<file path="config.mk">
export PLATFORM = sky130hd
export DESIGN_NAME = result_track_pipe
export DESIGN_NICKNAME = d
export VERILOG_FILES = /design/src/rtl/result_track_pipe.sv
export SDC_FILE = /design/constraint.sdc
export NUM_CORES = 1
export LEC_CHECK = 0
export ABC_AREA = 0
export BUFFER_PORTS_ARGS = -buffer_cell sky130_fd_sc_hd__buf_4
export CORE_MARGIN = 3
export CORE_UTILIZATION = 35
export CTS_CLUSTER_SIZE = 8
export DETAILED_ROUTE_END_ITERATION = 6
export SKIP_CTS_REPAIR_TIMING = 1
export SYNTH_ARGS = -nofsm -noshare
export SYNTH_HDL_FRONTEND = slang
export SYNTH_SLANG_ARGS = --single-unit
</file>
<file path="constraint.sdc">
create_clock -name clk_in -period 5.1 [get_ports clk_in]
set_clock_uncertainty 0.15 [all_clocks]
set_input_delay 0.765 -clock clk_in [delete_from_list [all_inputs] [get_ports clk_in]]
set_output_delay 0.765 -clock clk_in [all_outputs]
set_load 0.05 [all_outputs]
</file>
<file path="src/rtl/result_track_pipe.sv">
// Six-deep in-flight result tracker: feeds the m1..m6 forwarding inputs, flags
// read-after-write hazards on unready producers and retires slot 6 to the register file.
module result_track_pipe #(
  parameter int DATA_W      = 16,
  parameter int FLUSH_DEPTH = 2
) (
  input  logic              clk_in,
  input  logic              rst_in,
  input  logic              issue_valid_in,
  input  logic              issue_write_in,
  input  logic [2:0]        issue_num_in,
  input  logic              issue_rdy_in,
  input  logic [DATA_W-1:0] issue_data_in,
  input  logic              late_valid_in,
  input  logic [2:0]        late_slot_in,
  input  logic [DATA_W-1:0] late_data_in,
  input  logic              stall_in,
  input  logic              flush_in,
  input  logic [2:0]        src_a_num_in,
  input  logic [2:0]        src_b_num_in,
  output logic [2:0]        num_m1_out,
  output logic [2:0]        num_m2_out,
  output logic [2:0]        num_m3_out,
  output logic [2:0]        num_m4_out,
  output logic [2:0]        num_m5_out,
  output logic [2:0]        num_m6_out,
  output logic [DATA_W-1:0] data_m1_out,
  output logic [DATA_W-1:0] data_m2_out,
  output logic [DATA_W-1:0] data_m3_out,
  output logic [DATA_W-1:0] data_m4_out,
  output logic [DATA_W-1:0] data_m5_out,
  output logic [DATA_W-1:0] data_m6_out,
  output logic              m1_write_out,
  output logic              m2_write_out,
  output logic              m3_write_out,
  output logic              m4_write_out,
  output logic              m5_write_out,
  output logic              m6_write_out,
  output logic              hazard_out,
  output logic              wb_en_out,
  output logic [2:0]        wb_num_out,
  output logic [DATA_W-1:0] wb_data_out,
  output logic              err_out
);

  // Index 0 is slot 1 (youngest), index 5 is slot 6 (retiring).
  logic [5:0]        write_q, write_d;
  logic [5:0]        rdy_q, rdy_d;
  logic [2:0]        num_q [6];
  logic [2:0]        num_d [6];
  logic [DATA_W-1:0] data_q [6];
  logic [DATA_W-1:0] data_d [6];

  logic [5:0]        upd_write, upd_rdy;
  logic [2:0]        upd_num [6];
  logic [DATA_W-1:0] upd_data [6];

  logic              wb_en_q, wb_en_d;
  logic [2:0]        wb_num_q, wb_num_d;
  logic [DATA_W-1:0] wb_data_q, wb_data_d;
  logic              err_q, err_d;

  // Slot contents as they stand this cycle after the late update and the flush kill.
  always_comb begin
    upd_write = write_q;
    upd_rdy   = rdy_q;
    for (int k = 0; k < 6; k++) begin
      upd_num[k]  = num_q[k];
      upd_data[k] = data_q[k];
      if (late_valid_in && late_slot_in == 3'(k + 1) && write_q[k]) begin
        upd_data[k] = late_data_in;
        upd_rdy[k]  = 1'b1;
      end
    end
    if (flush_in) begin
      for (int k = 0; k < FLUSH_DEPTH - 1; k++) begin
        upd_write[k] = 1'b0;
        upd_rdy[k]   = 1'b0;
        upd_num[k]   = '0;
        upd_data[k]  = '0;
      end
    end
  end

  always_comb begin
    write_d   = upd_write;
    rdy_d     = upd_rdy;
    wb_en_d   = 1'b0;
    wb_num_d  = wb_num_q;
    wb_data_d = wb_data_q;
    err_d     = err_q;
    for (int k = 0; k < 6; k++) begin
      num_d[k]  = upd_num[k];
      data_d[k] = upd_data[k];
    end
    if (!stall_in) begin
      for (int k = 1; k < 6; k++) begin
        write_d[k] = upd_write[k-1];
        rdy_d[k]   = upd_rdy[k-1];
        num_d[k]   = upd_num[k-1];
        data_d[k]  = upd_data[k-1];
      end
      if (issue_valid_in && !flush_in) begin
        write_d[0] = issue_write_in;
        rdy_d[0]   = issue_rdy_in;
        num_d[0]   = issue_num_in;
        data_d[0]  = issue_data_in;
      end else begin
        write_d[0] = 1'b0;
        rdy_d[0]   = 1'b0;
        num_d[0]   = '0;
        data_d[0]  = '0;
      end
      if (upd_write[5] && upd_rdy[5]) begin
        wb_en_d   = 1'b1;
        wb_num_d  = upd_num[5];
        wb_data_d = upd_data[5];
      end else if (upd_write[5]) begin
        err_d = 1'b1;
      end
    end
  end

  always_ff @(posedge clk_in or posedge rst_in) begin
    if (rst_in) begin
      write_q   <= '0;
      rdy_q     <= '0;
      for (int k = 0; k < 6; k++) begin
        num_q[k]  <= '0;
        data_q[k] <= '0;
      end
      wb_en_q   <= 1'b0;
      wb_num_q  <= '0;
      wb_data_q <= '0;
      err_q     <= 1'b0;
    end else begin
      write_q   <= write_d;
      rdy_q     <= rdy_d;
      for (int k = 0; k < 6; k++) begin
        num_q[k]  <= num_d[k];
        data_q[k] <= data_d[k];
      end
      wb_en_q   <= wb_en_d;
      wb_num_q  <= wb_num_d;
      wb_data_q <= wb_data_d;
      err_q     <= err_d;
    end
  end

  // Scanning oldest to youngest lets the nearest matching producer decide.
  logic hit_a, hit_b;
  always_comb begin
    hit_a = 1'b0;
    hit_b = 1'b0;
    for (int k = 5; k >= 0; k--) begin
      if (write_q[k] && num_q[k] == src_a_num_in) hit_a = !rdy_q[k];
      if (write_q[k] && num_q[k] == src_b_num_in) hit_b = !rdy_q[k];
    end
  end

  assign hazard_out  = hit_a | hit_b;
  assign wb_en_out   = wb_en_q;
  assign wb_num_out  = wb_num_q;
  assign wb_data_out = wb_data_q;
  assign err_out     = err_q;

  assign num_m1_out   = num_q[0];
  assign num_m2_out   = num_q[1];
  assign num_m3_out   = num_q[2];
  assign num_m4_out   = num_q[3];
  assign num_m5_out   = num_q[4];
  assign num_m6_out   = num_q[5];
  assign data_m1_out  = data_q[0];
  assign data_m2_out  = data_q[1];
  assign data_m3_out  = data_q[2];
  assign data_m4_out  = data_q[3];
  assign data_m5_out  = data_q[4];
  assign data_m6_out  = data_q[5];
  assign m1_write_out = write_q[0];
  assign m2_write_out = write_q[1];
  assign m3_write_out = write_q[2];
  assign m4_write_out = write_q[3];
  assign m5_write_out = write_q[4];
  assign m6_write_out = write_q[5];

endmodule

</file>
* After elaboration in Yosys (flattened, before gate mapping)
Index checks and enable logic that the tools add are counted.
Storage, ports and cells: input port bits 52, output and inout port bits 142, flip-flop bits (word level) 147, logic and storage cells 113
Operators by class: reduce and logical (&&, ||, !) cells 35, bitwise logic cells 3, eq/ne operators 18, mux-type cells 38
Operators with widths (count):
- $mux W16 | 8
- $mux W96 | 1
- $eq A3 B3 Y1 | 12
- $logic_and A1 B1 Y1 | 26
- $mux W1 | 25
- $mux W18 | 1
- $eq A3 B3 Y1 const B | 3
- $logic_not A1 Y1 | 7
- $eq A3 B2 Y1 const B | 2
- $mux W3 | 2
- $mux W6 | 1
- $eq A3 B1 Y1 const B | 1
- $reduce_and A3 Y1 | 1
- $not A1 Y1 | 2
- $reduce_and A2 Y1 | 1
- $or A1 B1 Y1 | 1

* Longest topological paths before layout
depth in word-level cells 9, gate-level depth with buffers 8, gate-level depth less buffers 6

* Worst setup path after synthesis
No wires, ideal clock.
kind input port to output port, from input port src_b_num_in[1], to output port hazard_out, data required time 4.185 ns, stages on the path 7, data arrival time 2.547 ns, slack 1.638 ns, buffers on the path 1, cells stage by stage clkbuf_1 -> xnor2_1 -> nand4_1 -> mux2_2 -> mux2i_1 -> nor2_1 -> o211ai_1
On the way: longest elaborated chain between the ends 9, elaborated cells between the ends (all ways) 19, those cells by class eq/ne: 6; mux: 6; bitwise: 1; reduce/logical: 6
RTL lines:
- start: declaration | RTL line 20 | input logic [2:0] src_b_num_in,
- $eq A3 B3 Y1 | RTL line 157 | if (write_q[k] && num_q[k] == src_b_num_in) hit_b = !rdy_q[k];
- $logic_and A1 B1 Y1 | RTL line 157
- $mux W1 (5 in series) | RTL line 157
- $mux W1 (*) | RTL line 157
- $or A1 B1 Y1 (*) | RTL line 161 | assign hazard_out = hit_a | hit_b;
- end: declaration | RTL line 39 | output logic hazard_out,
Mark *: on every way between the ends. The rest lies on a longest branch, timed or not.

* Worst setup path after layout
from register write_q[5], to output port hazard_out
On the way: longest elaborated chain between the ends 8, elaborated cells between the ends (all ways) 15, those cells by class mux: 12; bitwise: 1; reduce/logical: 2
RTL lines:
- start: declaration | RTL line 47 | logic [5:0] write_q, write_d;
- start signal: assignment | RTL line 137 | write_q <= write_d;
- $logic_and A1 B1 Y1 (on tied branches) | RTL line 156, 157
- $mux W1 (on tied branches) (6 in series) | RTL line 156, 157
- $or A1 B1 Y1 (*) | RTL line 161
Marked as above.

==> reports/metrics.cfg <==
[clocking]
ctsHtreeMaxLevel = 4
numCtsBuffers = 17
cts-root-buf = clkbuf_16
clock_latency_ns = 0.41
clk_pin_slew_worst_paths_ns = 0.06
cts_tree = done
clockBufferDepth = 2
cts_sinks = 147

[drt]
ant_nets = 0
firstDrtPassIters = 6
wl_per_cell_um = 19.7
highest_layer = met4
wl_met3_mm = 1.39
drt-vias-per-instance = 5.11
vias = 5388
drt-met1-wl_mm = 9.02
wl_mm = 20.8
drc = 0
wl_met2_mm = 10.1
drt_iter0_drc = 307

[place]
port_buffers = 193
gp_congestion = 0.871
place_hpwl_mm = 14.8
place_inst = 1024

[synth]
postSynthCellCount = 613
ys_ff_latch = 147
syn_area_per_cell_um2 = 11.6
synth-simple-area-share_pct = 7.73
synth_fa_ha_area_share_pct = 0
yosysWarnings = 0
synth-seq-area-share_pct = 51.8
synth_nets = 665
synth-compound-area-share_pct = 7.33
synth_cell_types = 33
synthMuxAreaShare_pct = 24.0
synth_top_family_by_area = multiplexers
syn_area_um2 = 7100
synthXorXnorAreaFrac_pct = 4.44

[floorplanning]
core_area_um2 = 19700
chipHeight_um = 148
die_area_um2 = 22000
rows = 51
die_w_um = 148
num_io_pins = 194
initial_core_util_pct = 36.0

[worst_setup_path]
end_kind = output port
arrival_ns = 2.18
cp_slowest_cell = dfrtp_1
required_ns = 4.18
max_stage_delay_ns = 0.45
worstSetupPathType = reg -> out
path_buf_inv = 1
crit_path_cell_trace = nor2b_1, nand4_1, mux2_2, mux2i_1, nor2_1, o211ai_1, buf_4
worstSetupStartpointType = flop
cp_max_fo = 5
crit_family = flip-flops

[power_and_ir_drop]
ir_drop_mv = 0.222
p_int_mw = 2.52
pwr-share-seq_pct = 36.1
power_switching_mw = 1.64
leakage_nw = 4.22
netSwitchingFraction_pct = 39.5
powerDensity_nw_per_um2 = 451
p_clk_share_pct = 29.3
combPwrFrac_pct = 34.6

[global_route]
grtUsageTotal_pct = 18.9
grt_overflow_total = 0
grt_max_degree = 60
grt_pass1_vias = 5670
grt_pass1_wl_mm = 32.4
grt_antenna_before_repair = 0

[timing]
rsz0062_at_grt = false
final_hold_viol_count = 0
slew_violations = 0
finalSetupViolations = 0
relSlewSlack_pct = 34.6
worst_pin_slew_ns = 0.976
fin_crit_ns = 3.09
hold_ws_ns = 0.244
max_freq_mhz = 323
fin_crit_sh_pct = 60.6
finalSetupTns_ns = 0

[finish]
diodes = 0
nets = 830
syn_to_final_growth_pct = 30.1
stdcell_count = 1055
layout-drive-gt1-share_pct = 33.5

[job]
drv_cap = 0

[worst_hold_path]
hp-class = in -> async

[run_status]
status = complete, no violations

-- metal layers --
| layer | vias up | global-route usage (%) |
|---|---|---|
| met1 | 2713 | 24.0 |
| li1 | 2480 | - |
| met5 | - | 0 |
| met3 | 20 | 5.82 |
| met4 | 0 | 5.40 |
| met2 | 175 | 31.3 |
-- cell type report --
cell class	count	area, um^2
clock buffer	19	443
multi-input combinational	406	3110
fill	1815	10500
clock inverter	12	131
inverter	2	12.5
tap	265	332
sequential	147	3680
timing repair buffer	204	1540
-- cell usage after synthesis (all sizes together) --
cell | count | area (um^2)
clkbuf | 20 | 75.1
nor3b | 2 | 26.3
o21ai | 6 | 30.0
a22oi | 4 | 30.0
mux2 | 21 | 236
o211ai | 1 | 7.51
nand2 | 42 | 158
buf | 38 | 248
a22o | 19 | 166
nor2b | 3 | 18.8
nand4b | 1 | 8.76
and2 | 1 | 6.26
a21oi | 55 | 287
nand4 | 12 | 75.1
nand2b | 2 | 12.5
nor3 | 7 | 40.0
xor2 | 2 | 17.5
or2 | 1 | 6.26
and4 | 1 | 8.76
nor2 | 42 | 160
dfrtp | 147 | 3680
nor4b | 1 | 8.76
mux2i | 147 | 1470
inv | 2 | 7.51
xnor2 | 34 | 298
and4b | 2 | 20.0
-- path summary, 6_finish.rpt --
kind,cells past startpoint,end,start,slack [ns]
hold reg to reg,1,err_out,err_out,0.33
min in group clk_in,1,err_out,err_out,0.33
hold / removal,2,num_m4_out[1],rst_in,0.24
setup / recovery,7,hazard_out,write_q[5],2.01
max in group asynchronous,3,data_m5_out[11],rst_in,3.45
setup reg to reg,4,data_m3_out[14],write_q[1],2.70
-- per-stage QoR --
step                      setup WS (ns)  total power [mW]  utilization (%)  cell area, um^2
final                              2.01              4.16             46.9             9240
after global routing               1.87              4.35             46.9             9240
after CTS                          1.96              4.20             46.9             9240
after detailed placement           2.02              2.97             44.0             8670
after global placement             2.06              2.94             44.0             8670
after floorplan                   0.234              2.48                -             7100
-- layout by cell type (no fill, tap or decap), types with 2 or more instances in the layout --
cell type	synthesis	routed
nand2_1	42	42
mux2i_1	147	147
clkinv_2	0	3
and4b_1	2	2
a22oi_1	4	4
a22o_1	19	19
a21oi_1	52	52
buf_4	20	203
nand2b_1	2	2
inv_6	0	3
clkinvlp_4	0	4
clkbuf_16	0	17
xnor2_1	34	34
a21oi_2	3	3
bufinv_16	0	2
xor2_1	2	2
mux2_2	21	21
nor2_1	41	41
nor3_1	6	5
nor2b_1	3	3
nand4_1	12	12
o21ai_0	6	6
dfrtp_1	147	147
-- kinds of logic after synthesis --
kind of cell	after synthesis
multiplexers	168
flip-flops	147
AND/OR/NAND/NOR	117
AO/OA/AOI/OAI	85
buffers and inverters	60
XOR/XNOR	36
-- sequential cells by signal (all words and copies together) (netlist names), 6 cells and up --
register     flops
data_m1_out     16
data_m2_out     16
data_m3_out     16
data_m4_out     16
data_m5_out     16
data_m6_out     16
wb_data_out     16
rdy_q            6
write_q          6
-- power groups by stage --
| stage | clock network (mW) | logic [mW] | registers, mW |
|---|---|---|---|
| 2_1_floorplan | 0 | 0.337 | 2.14 |
| 3_3_place_gp | 0 | 1.43 | 1.51 |
| 3_5_place_dp | 0 | 1.45 | 1.52 |
| 4_1_cts | 1.25 | 1.45 | 1.50 |
| 5_1_grt | 1.30 | 1.52 | 1.53 |
| 6_report | 1.22 | 1.44 | 1.50 |
Power figures use the tool's default switching activity.
